--- config.mk ---
export PLATFORM = sky130hd
export DESIGN_NAME = regfile_wb_arbiter
export DESIGN_NICKNAME = d
export VERILOG_FILES = /design/src/rtl/regfile_wb_arbiter.sv
export SDC_FILE = /design/constraint.sdc
export NUM_CORES = 1
export LEC_CHECK = 0
export ABC_AREA = 1
export ABC_CLOCK_PERIOD_IN_PS = 2500
export CAP_MARGIN = 5
export CORE_MARGIN = 3
export CORE_UTILIZATION = 43
export CTS_BUF_LIST = sky130_fd_sc_hd__clkbuf_2 sky130_fd_sc_hd__clkbuf_4 sky130_fd_sc_hd__clkbuf_8
export DETAILED_ROUTE_END_ITERATION = 16
export HOLD_SLACK_MARGIN = 0.08
export PLACE_DENSITY = 0.88
export SETUP_SLACK_MARGIN = 0.4
export SLEW_MARGIN = 40
export SYNTH_ARGS = -nofsm -noshare
export SYNTH_HDL_FRONTEND = slang
export SYNTH_SLANG_ARGS = --single-unit
--- constraint.sdc ---
create_clock -name clk -period 2.5 [get_ports clk]
set_clock_uncertainty 0.15 [all_clocks]
set_input_delay 0.5 -clock clk [delete_from_list [all_inputs] [get_ports clk]]
set_output_delay 0.5 -clock clk [all_outputs]
set_load 0.02 [all_outputs]
--- src/rtl/regfile_wb_arbiter.sv ---
// Round-robin arbiter for the single regfile write port, shared by the ALU (A)
// and memory-load (B) writebacks, plus a busy scoreboard for issue-stage hazards.
module regfile_wb_arbiter #(
  parameter int WIDTH = 16,
  parameter int NREGS = 8,
  parameter int SELW  = 3
) (
  input  logic             clk,
  input  logic             rst,
  input  logic             a_valid,
  output logic             a_ready,
  input  logic [SELW-1:0]  a_sel,
  input  logic [WIDTH-1:0] a_data,
  input  logic             b_valid,
  output logic             b_ready,
  input  logic [SELW-1:0]  b_sel,
  input  logic [WIDTH-1:0] b_data,
  output logic             rf_write_en,
  output logic [SELW-1:0]  rf_sel_in,
  output logic [WIDTH-1:0] rf_in,
  input  logic             rsv_valid,
  input  logic [SELW-1:0]  rsv_sel,
  output logic             rsv_ready,
  input  logic [SELW-1:0]  rd_sel1,
  input  logic [SELW-1:0]  rd_sel2,
  output logic             rd_stall,
  output logic [NREGS-1:0] busy
);

  localparam logic GRANT_A = 1'b0;
  localparam logic GRANT_B = 1'b1;

  logic             last_grant;
  logic             wen_q;
  logic [NREGS-1:0] busy_next;
  logic             a_xfer;
  logic             b_xfer;

  function automatic logic [SELW-1:0] to_idx(input logic [SELW-1:0] s);
    return SELW'(32'(s) % NREGS);
  endfunction

  // On a tie the requester that did not win last time gets the port.
  assign a_ready = !rst && a_valid && (!b_valid || last_grant == GRANT_B);
  assign b_ready = !rst && b_valid && (!a_valid || last_grant == GRANT_A);
  assign a_xfer  = a_valid && a_ready;
  assign b_xfer  = b_valid && b_ready;

  // Masking with rst drops an accepted write that would otherwise land on a reset edge.
  assign rf_write_en = wen_q && !rst;

  assign rsv_ready = !rst && !busy[to_idx(rsv_sel)];
  assign rd_stall  = busy[to_idx(rd_sel1)] | busy[to_idx(rd_sel2)];

  // A new reservation overrides a writeback clear of the same register.
  always_comb begin
    busy_next = busy;
    if (rf_write_en)
      busy_next[rf_sel_in] = 1'b0;
    if (rsv_valid && rsv_ready)
      busy_next[to_idx(rsv_sel)] = 1'b1;
  end

  always_ff @(posedge clk) begin
    if (rst) begin
      wen_q      <= 1'b0;
      rf_sel_in  <= '0;
      rf_in      <= '0;
      busy       <= '0;
      last_grant <= GRANT_B;
    end else begin
      wen_q <= a_xfer || b_xfer;
      busy  <= busy_next;
      if (a_xfer) begin
        rf_sel_in  <= to_idx(a_sel);
        rf_in      <= a_data;
        last_grant <= GRANT_A;
      end else if (b_xfer) begin
        rf_sel_in  <= to_idx(b_sel);
        rf_in      <= b_data;
        last_grant <= GRANT_B;
      end
    end
  end

endmodule
==> results of run 1 <==
[cells by family after synthesis]
| group | after synthesis | synth area share [%] |
|---|---|---|
| compound gates | 52 | 19.5 |
| flops | 29 | 38.6 |
| buf+inv | 30 | 9.57 |
| simple gates | 111 | 32.4 |
[state kept, by name, summed over array words and instances, names as in the netlist]
signal / count
rf_in: 16
busy: 8
rf_sel_in: 3
last_grant: 1
wen_q: 1
[critical path: cells and delay by family]
family,cells,cell delay (ps)
buffers and inverters,4,560
AND/OR/NAND/NOR,4,360
[worst min path at each step]
| stage | from | endpoint | slack [ps] | cells past startpoint |
|---|---|---|---|---|
| 5_1_grt | rf_in[15]$_SDFFE_PP0P_ | rf_in[15]$_SDFFE_PP0P_ | 360 | 2 |
| 2_1_floorplan | last_grant$_SDFFE_PP1P_ | last_grant$_SDFFE_PP1P_ | 320 | 2 |
| 6_report | rf_in[8]$_SDFFE_PP0P_ | rf_in[8]$_SDFFE_PP0P_ | 330 | 2 |
| 3_5_place_dp | rf_in[8]$_SDFFE_PP0P_ | rf_in[8]$_SDFFE_PP0P_ | 320 | 2 |
| 4_1_cts | rf_in[9]$_SDFFE_PP0P_ | rf_in[9]$_SDFFE_PP0P_ | 340 | 2 |
| 3_3_place_gp | rf_in[12]$_SDFFE_PP0P_ | rf_in[12]$_SDFFE_PP0P_ | 310 | 2 |
[power by group]
part / total, mW / internal, mW / leakage [nW] / switching [mW]
Sequential: 0.504 / 0.487 / 0.240 / 0.0176
Combinational: 0.313 / 0.162 / 0.780 / 0.151
Clock: 0.328 / 0.163 / 0.0413 / 0.165
Total: 1.15 / 0.812 / 1.06 / 0.334
[stage by stage]
stage               setup WS [ps]  hold WS [ps]  power, mW
floorplan                     498           320      0.648
global route                  356           357       1.20
detailed placement           -483           322      0.824
finish                        426           333       1.15
global placement             -401           315      0.818
CTS                           328           335       1.14
[metal layers]
metal	up-vias	routed length [um]	global-route usage, %
met5	-	0	0
met4	0	52	8.81
met3	6	569	9.57
met2	97	2570	45.5
met1	868	1970	26.1
li1	942	-	-
[timing repair]
item                       CTS  global route
cloned                       0             0
setup endpoints to repair    5             8
gates resized for setup     43            28
hold buffers                 0             0
buffers inserted             0             3
pin swaps                    4             6
[area by class of cell]
type	count	area share (%)
inverter	19	2.97
multi-input combinational	163	32.1
tap	44	2.14
clock buffer	7	2.53
sequential	29	23.0
clock inverter	1	0.195
timing repair buffer	102	37.1
[layout by cell type (no fill, tap or decap)]
master            n
nand2_1          73
clkdlybuf4s50_1  67
dfxtp_1          25
buf_4            20
a31oi_1          19
a21oi_1          13
inv_1            11
o21ai_0          11
nand4_1           9
nor2_1            9
inv_2             7
clkbuf_4          5
nand2_2           4
o21ai_1           4
nor3_1            4
dlymetal6s2s_1    4
nor2_2            3
nand3_1           3
clkbuf_2          3
buf_2             3
nand3_2           2
o22ai_1           2
nor2_4            2
dfxtp_4           2
dfxtp_2           2
clkbuf_8          2
dlygate4sd2_1     2
buf_6             2
clkinv_4          1
nand4_2           1
nor4_4            1
o22ai_2           1
a211oi_2          1
o211ai_1          1
clkinv_2          1
clkdlybuf4s15_2   1
==> summary.md, run 1 <==
| Metric | Value |
|---|---|
| Ant. Diodes | 0 |
| Initial Util | 47.0% |
| Register area | 591 um2 |
| Post-route cell area | about 0.0026 mm2 |
| Htree depth | 2 |
| Placed cell count | 354 |
| Finished Layout Cells | roughly 370 |
| Final design utilization | between 80% and 90% |
| Synth warnings | 0 |
| Hold Vio Cnt, Final | 0 |
| Reg2reg path depth | 8 |
| Top_reg_cell synth | dfxtp_1 |
| Row Count | 20 |
| Leak pwr | about 1.1 nW |
| Die height | 65.1 um |
| Crit share post-route | approximately 83% |
| Clock buffer depth | 2 |
| Least-Margin Pin Slew | 302 ps |
| Final setup TNS | 0 ps |
| Layout cells sized above 1 | 19.9% |
| Slowest CP cell | buf_2 |
| First-pass GRT wire length | about 8300 um |
| Most frequent cells after synthesis | nand2_1 (74), dfxtp_1 (29), a31oi_1 (19) |
| Status | complete, no violations |
| Largest net degree at the start of global routing | 28 |
| Vias per cell | 5.24 |
| R2R Path Start | busy[5]$_SDFF_PP0_ |
| Setup CP Type | input pin to primary output |
| Area leader, netlist | dfxtp_1 |
| Post-synth ARST share | 0% |
| Fill count | 241 |
| Post-synth EDFFs | 0 |
| HPWL after DPL | 3960 um |
| Iter 0 DRT Violations | 167 |
| Yosys reg bits | 29 |
| Top-area cell type share of the netlist area | 38.6% |
| Clock Tree Root | clkbuf_4 |
| Min-delay worst type | flip-flop to flip-flop |
| Max VDD drop | 0.000337 V |
| Minimum clock period | 2070 ps |
| Vias | 1913 |
| Slew HR | 79.8% |
| Crit path max fanout | 7 |
| CP max stage delay | 180 ps |
| Crit path top cell by count | buf_4 |
| Post-DP Area | between 0.002 and 0.0025 mm2 |
| Setup-failing EPs final | 0 |
| Wire per inst | about 14 um |
| PortBufs | 83 |
| Crit end category | primary output |
| Die Wd | 65.1 um |
| Crit Reg-Reg Endpoint | busy[7]$_SDFF_PP0_ |
| Detailed Route WL | a little over 5000 um |
| TritonCTS buffer count | 5 |
| Initial antenna violation count | 0 |
| Worst-path cell chain | buf_2, clkinv_4, buf_4, nor2_1, nand2_1, nand2_2, nor4_4, buf_4 |
| Nets@finish | 372 |
| Top-count cell post-synth | nand2_1 |
| Die area | 0.00424 mm2 |
| Mapped Area | ~0.0015 mm2 |
| Setup crit start | rsv_sel[0] |
| Critical path endpoint | rsv_ready |
| MaxCap Viol Count | 0 |
| Total track usage | 25.0% |
| Detailed-router iteration count before antenna repair | 4 |
| Crit start category | input pin |
| Power per cell area | between 400 and 500 mW/mm2 |
| Grt total ovfl | 0 |
| RSZ-0062 raised after global routing | yes |
| Ports | 84 |
| Post-synthesis sequential area ratio | 38.6% |
| Clk sink count | 29 |
| CTS tree | built |
| Syn nets | 274 |
| Mapped Cells | 222 |
| Average cell area after synthesis | 6.77 um2 |
| Drt drc | 0 |
| Core ar. | between 0.003 and 0.004 mm2 |
| Reg2Reg Setup Slack | 1010 ps |
| Synth cell types | 25 |
| Placer Congestion | 0.925 |
| Clock-pin slew on the worst setup and hold paths | 90 ps |
| Fmax | a little under 0.5 GHz |
| Multi-input gate area | between 800 and 900 um2 |
| Area growth syn-to-layout | 70.7% |
| Arrival time at the worst endpoint | 1420 ps |
| Ranking of synthesized cells by area | dfxtp_1 (39%), nand2_1 (18%), a31oi_1 (7.9%) |
| Slew Viols, Final | 0 |
| Insertion delay to the later sink of the worst-skew pair | 330 ps |
| Req. time, crit path | approximately 1900 ps |
| Post-route ant nets | 0 |
| Number of global-route vias before repair | about 1900 |
Power figures use the tool's default switching activity.
==> run 2: changes to the inputs <==
--- a/config.mk
+++ b/config.mk
@@ -6,14 +6,14 @@
 export NUM_CORES = 1
 export LEC_CHECK = 0
 export ABC_AREA = 1
-export ABC_CLOCK_PERIOD_IN_PS = 2500
+export ABC_CLOCK_PERIOD_IN_PS = 1800
 export CAP_MARGIN = 5
 export CORE_MARGIN = 3
-export CORE_UTILIZATION = 43
+export CORE_UTILIZATION = 36
 export CTS_BUF_LIST = sky130_fd_sc_hd__clkbuf_2 sky130_fd_sc_hd__clkbuf_4 sky130_fd_sc_hd__clkbuf_8
 export DETAILED_ROUTE_END_ITERATION = 16
 export HOLD_SLACK_MARGIN = 0.08
-export PLACE_DENSITY = 0.88
+export PLACE_DENSITY = 0.79
 export SETUP_SLACK_MARGIN = 0.4
 export SLEW_MARGIN = 40
 export SYNTH_ARGS = -nofsm -noshare
==> constraint.sdc (replaced) <==
create_clock -name clk -period 1.8 [get_ports clk]
set_clock_uncertainty 0.15 [all_clocks]
set_input_delay 0.36 -clock clk [delete_from_list [all_inputs] [get_ports clk]]
set_output_delay 0.36 -clock clk [all_outputs]
set_load 0.02 [all_outputs]
==> run 2 against run 1 <==
Effect of this change: highest routed layer unchanged; largest power group unchanged; the flow now finishes with violations (negative setup slack); routed wire length increased by 15%; register-to-register slack got worse by 950 ps; clock power increased by 73%; die area increased by 18%; non-clock buffer count increased by 25; global-route usage decreased by 4.0 points; clock-buffer cell count unchanged.
==> summary.md, run 2 (synthesis gave the netlist of run 1 again) <==
| Metric | Value |
|---|---|
| Ant. Diodes | 0 (unchanged) |
| Min-delay worst type | input pin to flip-flop (was flip-flop to flip-flop) |
| Worst setup margin | -38.3 ps (was 426 ps) |
| Drt drc | 0 (unchanged) |
| Nets@finish | 397 (was 372) |
| Switching pwr | 528 uW (was 334 uW) |
| Worst-path cell chain | buf_6, nand3_2, nand2_2, nor4_4, buf_4 (was buf_2, clkinv_4, buf_4, nor2_1, nand2_1, nand2_2, nor4_4, buf_4) |
| Clock Tree Root | clkbuf_8 (was clkbuf_4) |
| Setup-failing EPs final | 2 (was 0) |
| Ports | 84 (unchanged) |
| Finished Layout Cells | 393 (was 365) |
| Detailed Route WL | 5940 um (was 5160 um) |
| Leak pwr | 1.26 nW (was 1.06 nW) |
| Grt total ovfl | 0 (unchanged) |
| Final setup TNS | -38.8 ps (was 0 ps) |
| Least-Margin Pin Slew | 317 ps (was 302 ps) |
| Max VDD drop | 0.000561 V (was 0.000337 V) |
| Hold Crit Depth | 2 (unchanged) |
| Total track usage | 21.0% (was 25.0%) |
| Placer Congestion | 0.870 (was 0.925) |
| Largest net degree at the start of global routing | 28 (unchanged) |
| Fmax | 0.544 GHz |
| TritonCTS buffer count | 5 (unchanged) |
| Power per cell area | 620 mW/mm2 (was 446 mW/mm2) |
| Minimum clock period | 1840 ps |
| Vias | 2033 (was 1913) |
| Initial Util | 39.0% (was 47.0%) |
| Clock-pin slew on the worst setup and hold paths | 70 ps (was 90 ps) |
| Detailed-router iteration count before antenna repair | 4 (unchanged) |
| Most common cell after layout, fill and taps aside | nand2_1 (unchanged) |
| Post-DP Area | 0.00255 mm2 (was 0.00245 mm2) |
| MaxCap Viol Count | 0 (unchanged) |
| Iter 0 DRT Violations | 110 (was 167) |
| Initial antenna violation count | 0 (unchanged) |
| Number of global-route vias before repair | 1919 (was 1936) |
| HPWL after DPL | 3680 um (was 3960 um) |
| Die Wd | 70.6 um (was 65.1 um) |
| Status | finished, violations left (was complete, no violations) |
| Clock buffer depth | 2 (unchanged) |
| Htree depth | 2 (unchanged) |
| Internal Dissipation | 1.28 mW (was 812 uW) |
| Place WS | -841 ps (was -483 ps) |
| Row Count | 22 (was 20) |
| Post-route ant nets | 0 (unchanged) |
| Placed cell count | 362 (was 354) |
| Slowest CP cell | dfxtp_4 (was buf_2) |
| Top sig layer | met4 (unchanged) |
| Biggest regs | rf_in: 16 flops, busy: 8 flops, rf_sel_in: 3 flops (unchanged) |
| Area growth syn-to-layout | 93.9% (was 70.7%) |
| Crit path max fanout | 3 (was 7) |
| Vias per cell | 5.17 (was 5.24) |
| Final design utilization | 75.7% (was 80.2%) |
| Setup CP Type | flip-flop to primary output (was input pin to primary output) |
| Hold Vio Cnt, Final | 0 (unchanged) |
| PortBufs | 83 (unchanged) |
| Core ar. | 0.00385 mm2 (was 0.00320 mm2) |
| M1 wire length | 2300 um (was 1970 um) |
| Failing checks | negative setup slack |
| Max reg flops | 16 (unchanged) |
| CP max stage delay | 360 ps (was 180 ps) |
| Clk sink count | 29 (unchanged) |
| Slew HR | 78.9% (was 79.8%) |
| Post-route cell area | 0.00292 mm2 (was 0.00257 mm2) |
| Clock power frac | 31.4% (was 28.7%) |
| Comb pwr share | 29.6% (was 27.3%) |
| Most frequent cells in the layout | nand2_1 (68), clkdlybuf4s50_1 (41), buf_2 (26) (was nand2_1 (73), clkdlybuf4s50_1 (67), dfxtp_1 (25)) |
| CTS tree | built (unchanged) |
| Most flop-heavy register | rf_in (unchanged) |
| Flop pwr share | 39.0% (was 44.0%) |
| Layout cells sized above 1 | 39.4% (was 19.9%) |
| First-pass GRT wire length | 8400 um (was 8270 um) |
| Slew Viols, Final | 0 (unchanged) |
| Crit end category | primary output (unchanged) |
| DR WL met2 | 2940 um (was 2570 um) |
| Die height | 70.6 um (was 65.1 um) |
| Switching Share | 29.2% (was 29.1%) |
| RSZ-0062 raised after global routing | yes (unchanged) |
| Arrival time at the worst endpoint | 1330 ps (was 1420 ps) |
| Insertion delay to the later sink of the worst-skew pair | 290 ps (was 330 ps) |
| Die area | 0.00499 mm2 (was 0.00424 mm2) |
| Crit start category | flip-flop (was input pin) |
| Req. time, crit path | 1290 ps (was 1850 ps) |
| Wire per inst | 15.1 um (was 14.1 um) |
| Reg2reg path depth | 10 (was 8) |
| Crit share post-route | 102% |
| Met3 WL | 605 um (was 569 um) |
run 2: cell types whose count changed in the layout (fill, tap and decap cells not counted), sizes merged:
cell           change
clkbuf             +4
dlymetal6s2s       -4
clkinv             -1
clkdlybuf4s50     -26
buf               +50
clkdlybuf4s15      +1
run 2: through the flow:
step	power (mW)	hold slack [ps]
final	1.81	229
after global routing	1.88	246
after CTS	1.73	325
after detailed placement	1.16	316
after global placement	1.16	312
after floorplan	0.911	320
run 2: timing repair:
item,4_1_cts,5_1_grt
setup buffers,11,8
setup endpoints to repair,59,45
hold buffers,0,0
pin swaps,15,17
cloned,0,5
gates resized for setup,179,48
run 2: power groups by stage:
stage | logic [mW] | clock network (mW) | registers [mW]
final | 0.535 | 0.567 | 0.705
after global routing | 0.571 | 0.599 | 0.709
after CTS | 0.460 | 0.566 | 0.702
after detailed placement | 0.449 | 0 | 0.716
after global placement | 0.446 | 0 | 0.715
after floorplan | 0.159 | 0 | 0.752
run 2: final cells by class:
| type | count | area [um2] |
|---|---|---|
| fillers | 312 | 937 |
| clock buffers | 7 | 90.1 |
| multi-input cells | 163 | 882 |
| repair buffers | 127 | 1190 |
| flip-flops and latches | 29 | 603 |
| inverters | 19 | 91.3 |
| well taps | 48 | 60.1 |
run 2: worst paths after layout:
| check | startpoint | endpoint | slack (ps) |
|---|---|---|---|
| worst min-delay path | a_valid | last_grant$_SDFFE_PP1P_ | 230 |
| worst max-delay path | busy[0]$_SDFF_PP0_ | rsv_ready | -40 |
| worst min register to register | rf_in[9]$_SDFFE_PP0P_ | rf_in[9]$_SDFFE_PP0P_ | 330 |
| worst max register to register | busy[1]$_SDFF_PP0_ | busy[1]$_SDFF_PP0_ | 60 |
run 2: critical path, delay by kind of cell, from the launching register on:
kind | cells | cell delay (ps)
flip-flops | 1 | 360
buffers and inverters | 2 | 300
AND/OR/NAND/NOR | 3 | 380
run 2: metal layers:
layer	track usage, %	vias to the layer above
li1	-	997
met1	22.8	932
met2	36.0	91
met3	9.80	13
met4	7.72	0
met5	0	-
